$ cat config.mk
export PLATFORM = sky130hd
export DESIGN_NAME = snake_head_stepper
export DESIGN_NICKNAME = d
export VERILOG_FILES = /design/src/rtl/snake_head_stepper_pkg.sv /design/src/rtl/snake_head_stepper_move_tick_gen.sv /design/src/rtl/snake_head_stepper.sv
export SDC_FILE = /design/constraint.sdc
export NUM_CORES = 1
export LEC_CHECK = 0
export CAP_MARGIN = 40
export CORE_ASPECT_RATIO = 1.75
export CORE_MARGIN = 4
export CORE_UTILIZATION = 53
export DETAILED_ROUTE_END_ITERATION = 7
export GPL_TIMING_DRIVEN = 0
export PLACE_DENSITY = 0.77
export SYNTH_ARGS = -nofsm -noshare
export SYNTH_HDL_FRONTEND = slang
export SYNTH_HIERARCHICAL = 1
export SYNTH_SLANG_ARGS = --single-unit
$ cat constraint.sdc
create_clock -name clk -period 2.85 [get_ports clk]
set_input_delay 0.4275 -clock clk [delete_from_list [all_inputs] [get_ports clk]]
set_output_delay 0.4275 -clock clk [all_outputs]
set_load 0.05 [all_outputs]
$ cat src/rtl/snake_head_stepper_pkg.sv
// Shared heading encoding and game-state type for the snake datapath.
// The keyboard decoder, body logic and renderer all use this encoding.
package snake_pkg;

    localparam logic [1:0] DIR_UP    = 2'b00;
    localparam logic [1:0] DIR_DOWN  = 2'b01;
    localparam logic [1:0] DIR_LEFT  = 2'b10;
    localparam logic [1:0] DIR_RIGHT = 2'b11;

    typedef enum logic [1:0] {
        IDLE = 2'd0,
        RUN  = 2'd1,
        DEAD = 2'd2
    } state_t;

    // Opposite headings share the axis bit and differ in the sign bit.
    function automatic logic is_reverse(input logic [1:0] a, input logic [1:0] b);
        return (a[1] == b[1]) && (a[0] != b[0]);
    endfunction

endpackage

$ cat src/rtl/snake_head_stepper_move_tick_gen.sv
// Move-period counter: counts 0..STEP_DIV-1 while enabled, flags the last count.
// clr has priority over en; tick is suppressed on a clearing cycle.
module move_tick_gen #(
    parameter int STEP_DIV = 10000000
) (
    input  logic clk,
    input  logic rst,
    input  logic clr,
    input  logic en,
    output logic tick
);
    localparam int CW = (STEP_DIV > 2) ? $clog2(STEP_DIV) : 1;
    localparam logic [CW-1:0] LAST = CW'(STEP_DIV - 1);

    logic [CW-1:0] cnt_q, cnt_d;

    always_comb begin
        cnt_d = cnt_q;
        if (clr) begin
            cnt_d = '0;
        end else if (en) begin
            cnt_d = (cnt_q == LAST) ? '0 : cnt_q + 1'b1;
        end
    end

    always_ff @(posedge clk or posedge rst) begin
        if (rst) begin
            cnt_q <= '0;
        end else begin
            cnt_q <= cnt_d;
        end
    end

    assign tick = en && !clr && (cnt_q == LAST);

endmodule

$ cat src/rtl/snake_head_stepper.sv
// Snake head stepper: advances the head one cell per move period, filters
// 180-degree reversals and either wraps or ends the game at the grid edge.
module snake_head_stepper
    import snake_pkg::*;
#(
    parameter int GRID_W   = 32,
    parameter int GRID_H   = 24,
    parameter int STEP_DIV = 10000000,
    parameter int WRAP     = 0,
    parameter int XW       = $clog2(GRID_W),
    parameter int YW       = $clog2(GRID_H)
) (
    input  logic          clk,
    input  logic          rst,
    input  logic          start,
    input  logic          enable,
    input  logic [1:0]    direction,
    output logic [XW-1:0] head_x,
    output logic [YW-1:0] head_y,
    output logic [1:0]    heading,
    output logic          step_valid,
    output logic          running,
    output logic          collided
);
    localparam logic [XW-1:0] X_CTR = XW'(GRID_W / 2);
    localparam logic [YW-1:0] Y_CTR = YW'(GRID_H / 2);
    localparam logic [XW-1:0] X_MAX = XW'(GRID_W - 1);
    localparam logic [YW-1:0] Y_MAX = YW'(GRID_H - 1);

    state_t        state_q, state_d;
    logic [XW-1:0] x_q, x_d, nx;
    logic [YW-1:0] y_q, y_d, ny;
    logic [1:0]    heading_q, heading_d, pending_q, pending_d;
    logic          step_valid_q, step_valid_d;
    logic          collided_q, collided_d;
    logic          hit, tick;

    move_tick_gen #(.STEP_DIV(STEP_DIV)) u_tick (
        .clk  (clk),
        .rst  (rst),
        .clr  (start),
        .en   ((state_q == RUN) && enable),
        .tick (tick)
    );

    // Candidate next cell; explicit compares keep non-power-of-two grids correct.
    always_comb begin
        nx  = x_q;
        ny  = y_q;
        hit = 1'b0;
        case (pending_q)
            DIR_UP: begin
                if (y_q == '0) begin
                    if (WRAP != 0) ny = Y_MAX; else hit = 1'b1;
                end else begin
                    ny = y_q - 1'b1;
                end
            end
            DIR_DOWN: begin
                if (y_q == Y_MAX) begin
                    if (WRAP != 0) ny = '0; else hit = 1'b1;
                end else begin
                    ny = y_q + 1'b1;
                end
            end
            DIR_LEFT: begin
                if (x_q == '0) begin
                    if (WRAP != 0) nx = X_MAX; else hit = 1'b1;
                end else begin
                    nx = x_q - 1'b1;
                end
            end
            default: begin
                if (x_q == X_MAX) begin
                    if (WRAP != 0) nx = '0; else hit = 1'b1;
                end else begin
                    nx = x_q + 1'b1;
                end
            end
        endcase
    end

    always_comb begin
        state_d      = state_q;
        x_d          = x_q;
        y_d          = y_q;
        heading_d    = heading_q;
        pending_d    = pending_q;
        step_valid_d = 1'b0;
        collided_d   = collided_q;
        if (start) begin
            state_d    = RUN;
            x_d        = X_CTR;
            y_d        = Y_CTR;
            heading_d  = DIR_RIGHT;
            pending_d  = DIR_RIGHT;
            collided_d = 1'b0;
        end else if (state_q == RUN) begin
            if (tick) begin
                heading_d = pending_q;
                if (hit) begin
                    collided_d = 1'b1;
                    state_d    = DEAD;
                end else begin
                    x_d          = nx;
                    y_d          = ny;
                    step_valid_d = 1'b1;
                end
                // Filter against the heading that becomes committed at this edge.
                if (!is_reverse(direction, pending_q)) pending_d = direction;
            end else if (!is_reverse(direction, heading_q)) begin
                pending_d = direction;
            end
        end
    end

    always_ff @(posedge clk or posedge rst) begin
        if (rst) begin
            state_q      <= IDLE;
            x_q          <= X_CTR;
            y_q          <= Y_CTR;
            heading_q    <= DIR_RIGHT;
            pending_q    <= DIR_RIGHT;
            step_valid_q <= 1'b0;
            collided_q   <= 1'b0;
        end else begin
            state_q      <= state_d;
            x_q          <= x_d;
            y_q          <= y_d;
            heading_q    <= heading_d;
            pending_q    <= pending_d;
            step_valid_q <= step_valid_d;
            collided_q   <= collided_d;
        end
    end

    assign head_x     = x_q;
    assign head_y     = y_q;
    assign heading    = heading_q;
    assign step_valid = step_valid_q;
    assign running    = (state_q == RUN);
    assign collided   = collided_q;

endmodule

==> metrics, run 1 <==
highest clock rate 351.4 MHz; critical path required time about 3.1 ns; RSZ-0062 raised after global routing true; Starting Density 0.5560; critical path type reg -> reg; drt first pass iters 4; Syn Std Cell Area roughly 2600 um2; CORE AREA ~4700 um2; Syn Inst Count 289; Final Max Tran Viols 0; Max Cap Violations 0; synth warn 6; Site Rows 33; layout cells sized above 1 0.1752; total grt overflow 0; Layout Nets 345; R2R depth 10; HPWL after DPL just under 5000 um; Die X 61.35 um; Setup crit start kind register; post-route cell area 3239 um2; worst path arrival time 3.07 ns; die area 6219 um2; dpl ws -0.4425 ns; worst min-delay path category in -> async; FF-to-FF setup slack 0.005 ns; worst skew pair latency 0.30 ns; run status finished, final reports clean; Post-DP Area 2938 um2; Relative slew margins 0.5520; Antenna diodes 0; worst reg2reg endpoint head_x[4]$_DFFE_PP1P_; Clock transition at path regs 0.08 ns; total clock sinks 41; sequential element share of the synthesized area 0.3919; fin crit share 0.9984; DR iter-0 viols 144; syn_area_per_cell 9.135 um2; deepest clock path buffer count 2; final hold violation count 0; Die Y 101.4 um; final instance count without filler cells 383; drt total wl around 7000 um; vias in the first global route 2505; Async S/R FF share, synth 1.000; Ports 21; Worst Tran Pin Value 0.6712 ns; Seq cells post-synth between 40 and 50; DR DRC count 0; largest net degree at the start of global routing 19; Yosys top cell area share 0.3223; Routed Antenna Nets 0; Area growth, synth to finish 22.70%; Setup WS post-layout 0.004560 ns; total number of vias 2464; Setup crit end kind register; H-tree Lvls 2; Critical path origin u_tick/cnt_q[18]$_DFFE_PP0P_; total CTS buffers 5; number of placed cells counting well taps 362; maximum vdd drop between 0.0004 and 0.0005 V; CTS tree built; synth unique cells 55; Post-synth EDFFs 0; GRT Util Overall 0.2458; minimum clock period roughly 2.8 ns; Layout Skew 0.003207 ns; Port Buffers 20; power consumption 1.258 mW; Leak approximately 1.3 nW; Synth Flop Type dfrtp_1; DR vias/cell 6.433; Syn Nets 304; final setup TNS 0 ns; Synth area leader dfrtp_1; pwr dens 388.2 nW/um2; synth top area cells dfrtp_1 (32%), dfstp_2 (7.0%), a21oi_1 (4.9%); initial antenna violation count 0; DR WL/cell 18.25 um; final setup vio count 0; Setup crit end head_x[4]$_DFFE_PP1P_; first-pass GRT wire length 11710 um; reg2reg start u_tick/cnt_q[18]$_DFFE_PP0P_; GPL Wtd Cong 0.9474; Critical Path Fanout Max 6; CTS Root Buffer Type clkbuf_8
worst min-delay path by stage:
stage	from	endpoint	slack, ns	cells after the start
after floorplan	rst	head_x[0]$_DFFE_PP0P_	0.35	1
after global placement	state_q[1]$_DFFE_PP0P_	state_q[1]$_DFFE_PP0P_	0.52	2
after detailed placement	state_q[1]$_DFFE_PP0P_	state_q[1]$_DFFE_PP0P_	0.53	2
after CTS	rst	u_tick/cnt_q[16]$_DFFE_PP0P_	0.49	2
after global routing	rst	u_tick/cnt_q[16]$_DFFE_PP0P_	0.51	2
final	rst	u_tick/cnt_q[12]$_DFFE_PP0P_	0.48	2
report_power, final:
part	leakage (nW)	internal (mW)	switching, mW
clock network	0.0681	0.348	0.215
logic	0.709	0.0375	0.0668
registers	0.539	0.587	0.00325
per-layer routing:
layer	global-route usage	part of all wire	up-vias	wire length (um)
li1	-	-	1134	-
met1	0.2855	0.38	1237	2656
met2	0.4176	0.55	73	3873
met3	0.03571	0.031	20	218
met4	0.1356	0.034	0	240
met5	0	0	-	0
layout make-up:
type / count / area [um2]
inverters: 11 / 45.04
well taps: 52 / 65.06
flip-flops and latches: 41 / 1037
fillers: 387 / 1509
repair buffers: 35 / 332.8
multi-input cells: 224 / 1555
clock buffers: 5 / 68.82
clock inverters: 3 / 65.06
plain buffers: 12 / 70.07
critical path, cell delays in order (launching register included):
cell     delay (ns)
dfrtp_2        0.45
or4b_4         0.57
nor4_4         0.33
buf_4          0.21
nand2_8        0.07
nor3_4         0.21
nand3_2        0.14
or2_1          0.24
buf_6          0.13
o21ai_2        0.09
or3b_1         0.34
synthesized netlist by cell type, drive strengths merged, types with 7 or more instances:
cell type and number:
nand3 13, inv 11, xor2 9, ha 7, xnor2 9, or3 9, dfrtp 34, o21ai 16
nor2 25, clkbuf 8, nand4 13, a21oi 26, nand2 20, dfstp 7, nor4 8
cells by family (layout without fill, tap and decap cells):
| logic type | Yosys count | in the layout | synth area share |
|---|---|---|---|
| muxes | 4 | 4 | 0.01611 |
| xor gates and xnor gates | 18 | 18 | 0.05972 |
| buffers and inverters | 24 | 66 | 0.04218 |
| and+or+nand+nor | 129 | 129 | 0.2915 |
| DFF | 41 | 41 | 0.3919 |
| AOI/OAI and AO/OA | 64 | 64 | 0.1502 |
| adders and majority gates | 9 | 9 | 0.04834 |
sequential cells by signal, summed over array words and instances (netlist names):
name and count:
pending_q 2, heading 2, u_tick/cnt_q 24, head_y 5
head_x 5, step_valid 1, state_q 2
what timing repair did:
item | in CTS | in global routing
pin swaps | 1 | 5
gates resized for setup | 8 | 6
setup endpoints to repair | 10 | 6
hold buffers | 0 | 0
buffers inserted | 3 | 11
per-stage QoR:
stage	utilization	hold slack, ns
after floorplan	-	0.3485
after global placement	0.6129	0.5213
after detailed placement	0.6187	0.5290
after CTS	0.6585	0.4926
after global routing	0.6822	0.5123
final	0.6822	0.4782
cells in the final DEF (no fill, tap or decap), types with 9 or more instances in the layout:
cell type	synthesis	routed
a21oi_1	26	26
buf_4	1	16
clkdlybuf4s50_1	0	20
dfrtp_1	34	32
inv_1	11	10
nand2_1	19	19
nand3_1	12	12
nand4_1	12	12
nor2_1	25	25
o21ai_0	15	15
xor2_1	9	9
Note: power is estimated with default switching activity, not from simulation.
==> run 2, diff against run 1 <==
REMOVE_ABC_BUFFERS = 1   (was default)
==> run 2 against run 1 <==
Compared with the run above: count of clock-buffer cells in the layout increased by 2; cell count decreased by 3.4%; flip-flop and latch count unchanged; critical endpoint unchanged; critical path depth decreased by 2; sequential power increased by 1%.
==> metrics, run 2 (synthesis results as in run 1) <==
run status finished, final reports clean; worst min-delay path category in -> async; dpl ws -0.8366 ns; pwr dens 358.2 nW/um2; worst path arrival time between 2 and 3 ns; CTS tree built; total clock sinks 41; worst skew pair latency 0.29 ns; Top reg by flops u_tick/cnt_q; Critical-path top delay cell or4b_1; Clock transition at path regs 0.09 ns; power consumption ~1.1 mW; largest net degree at the start of global routing 50; Max Cap Violations 0; final instance count without filler cells 370; minimum clock period roughly 2.7 ns; Leak 1.261 nW; Layout Skew 0.008274 ns; hold_ws 0.4676 ns; vias in the first global route 2385; Worst Tran Pin Value 0.8810 ns; DR vias/cell 6.381; Antenna diodes 0; Post-CTS Hold Buffers 0; FF-to-FF setup slack 0.18 ns; Site Rows 33; HPWL after DPL about 4400 um; Ports 21; Port Buffers 20; number of placed cells counting well taps between 300 and 400; critical path type reg -> reg; GPL Wtd Cong 0.8809; DR WL/cell 17.24 um; most frequent cells in the layout dfrtp_1 (33), a21oi_1 (26), nor2_1 (25); most common cell after layout, fill and taps aside dfrtp_1; first-pass GRT wire length 10740 um; total number of vias 2361; DR iter-0 viols 87; Critical Path Fanout Max 7; Buf/Inv on CP 0; CP delay by family, top simple AND/OR/NAND/NOR gates; maximum vdd drop 0.0003426 V; deepest clock path buffer count 2; total grt overflow 0; H-tree Lvls 2; Starting Density 0.5560; max FFs per register 24; Setup crit end kind register; Area growth, synth to finish 17.63%; layout cells sized above 1 0.1667; highest clock rate 374.0 MHz; Post-DP Area ~2900 um2; GRT Util Overall 0.2234; Layout Nets 332; drt first pass iters 5; CORE AREA roughly 4700 um2; CTS Root Buffer Type clkbuf_8; Final Max Tran Viols 0; drt total wl 6377 um; Die X 61.35 um; total CTS buffers 5; delay of the slowest critical-path stage ~0.58 ns; worst reg2reg endpoint head_x[4]$_DFFE_PP1P_; critical-path cell list or4b_1, nor4_4, nand2_2, nor3_4, nand3_2, or2_4, o21ai_1, or3b_1; Routed Antenna Nets 0; final hold violation count 0; Die Y 101.4 um; reg2reg start u_tick/cnt_q[18]$_DFFE_PP0P_; Relative slew margins 0.4127; critical path required time 3.06 ns; final setup vio count 0; R2R depth 8; RSZ-0062 raised after global routing false; DR DRC count 0; initial antenna violation count 0; die area between 6000 and 7000 um2; Setup WS post-layout 0.1764 ns; post-route cell area 3105 um2; fin crit share 0.9381; Setup crit start kind register
run 2: worst reg2reg max path, stage by stage (launching register included):
cell     delay (ns)
dfrtp_1        0.45
or4b_1         0.59
nor4_4         0.23
nand2_2        0.16
nor3_4         0.23
nand3_2        0.15
or2_4          0.31
o21ai_1        0.11
or3b_1         0.36
run 2: area by class of cell:
class                           count  area (um2)
Timing Repair Buffer               34       320.3
Clock buffer                        7       96.34
Sequential cell                    41        1036
Inverter                           11       45.04
Multi-Input combinational cell    224        1538
Tap cell                           52       65.06
Fill cell                         383        1643
Clock inverter                      1       5.005
run 2: how the worst max path moves through the flow:
stage	slack [ns]	start	end	depth (start not counted)
2_1_floorplan	-0.91	state_q[1]$_DFFE_PP0P_	head_x[4]$_DFFE_PP1P_	8
3_3_place_gp	-1.73	u_tick/cnt_q[8]$_DFFE_PP0P_	head_y[1]$_DFFE_PP0P_	8
3_5_place_dp	-0.84	state_q[0]$_DFFE_PP0P_	head_y[2]$_DFFE_PP1P_	8
4_1_cts	0.006	u_tick/cnt_q[8]$_DFFE_PP0P_	head_x[4]$_DFFE_PP1P_	8
5_1_grt	0.07	u_tick/cnt_q[18]$_DFFE_PP0P_	head_x[4]$_DFFE_PP1P_	8
6_report	0.18	u_tick/cnt_q[18]$_DFFE_PP0P_	head_x[4]$_DFFE_PP1P_	8
run 2: timing repair:
action / in CTS / in global routing
hold endpoints to repair: 0 / 0
setup buffers: 3 / 9
pin swaps: 2 / 4
resized for setup: 7 / 5
endpoints found under the setup margin: 21 / 9
run 2: layer usage:
metal,track usage,part of all wire,routed length (um),vias to the layer above
met4,0.1258,0.042,265,0
met2,0.3662,0.53,3388,79
met1,0.2706,0.39,2473,1151
met3,0.03444,0.039,250,25
li1,-,-,-,1106
met5,0,0,0,-
run 2: power by group:
group | internal (mW) | switching, mW
Sequential | 0.587 | 0.00848
Clock | 0.219 | 0.206
Combinational | 0.0341 | 0.0570
run 2: metrics by stage:
step	setup TNS, ns	util
after CTS	0	0.6377
final	0	0.6540
after global placement	-28.95	0.5971
after detailed placement	-8.941	0.6047
after floorplan	-12.35	-
after global routing	0	0.6540
==> run 3, diff against run 2 <==
HOLD_SLACK_MARGIN = 0.1   (was default)
==> results of run 3 <==
Same layout as run 2: the final DEF is identical, and so are final timing and power.
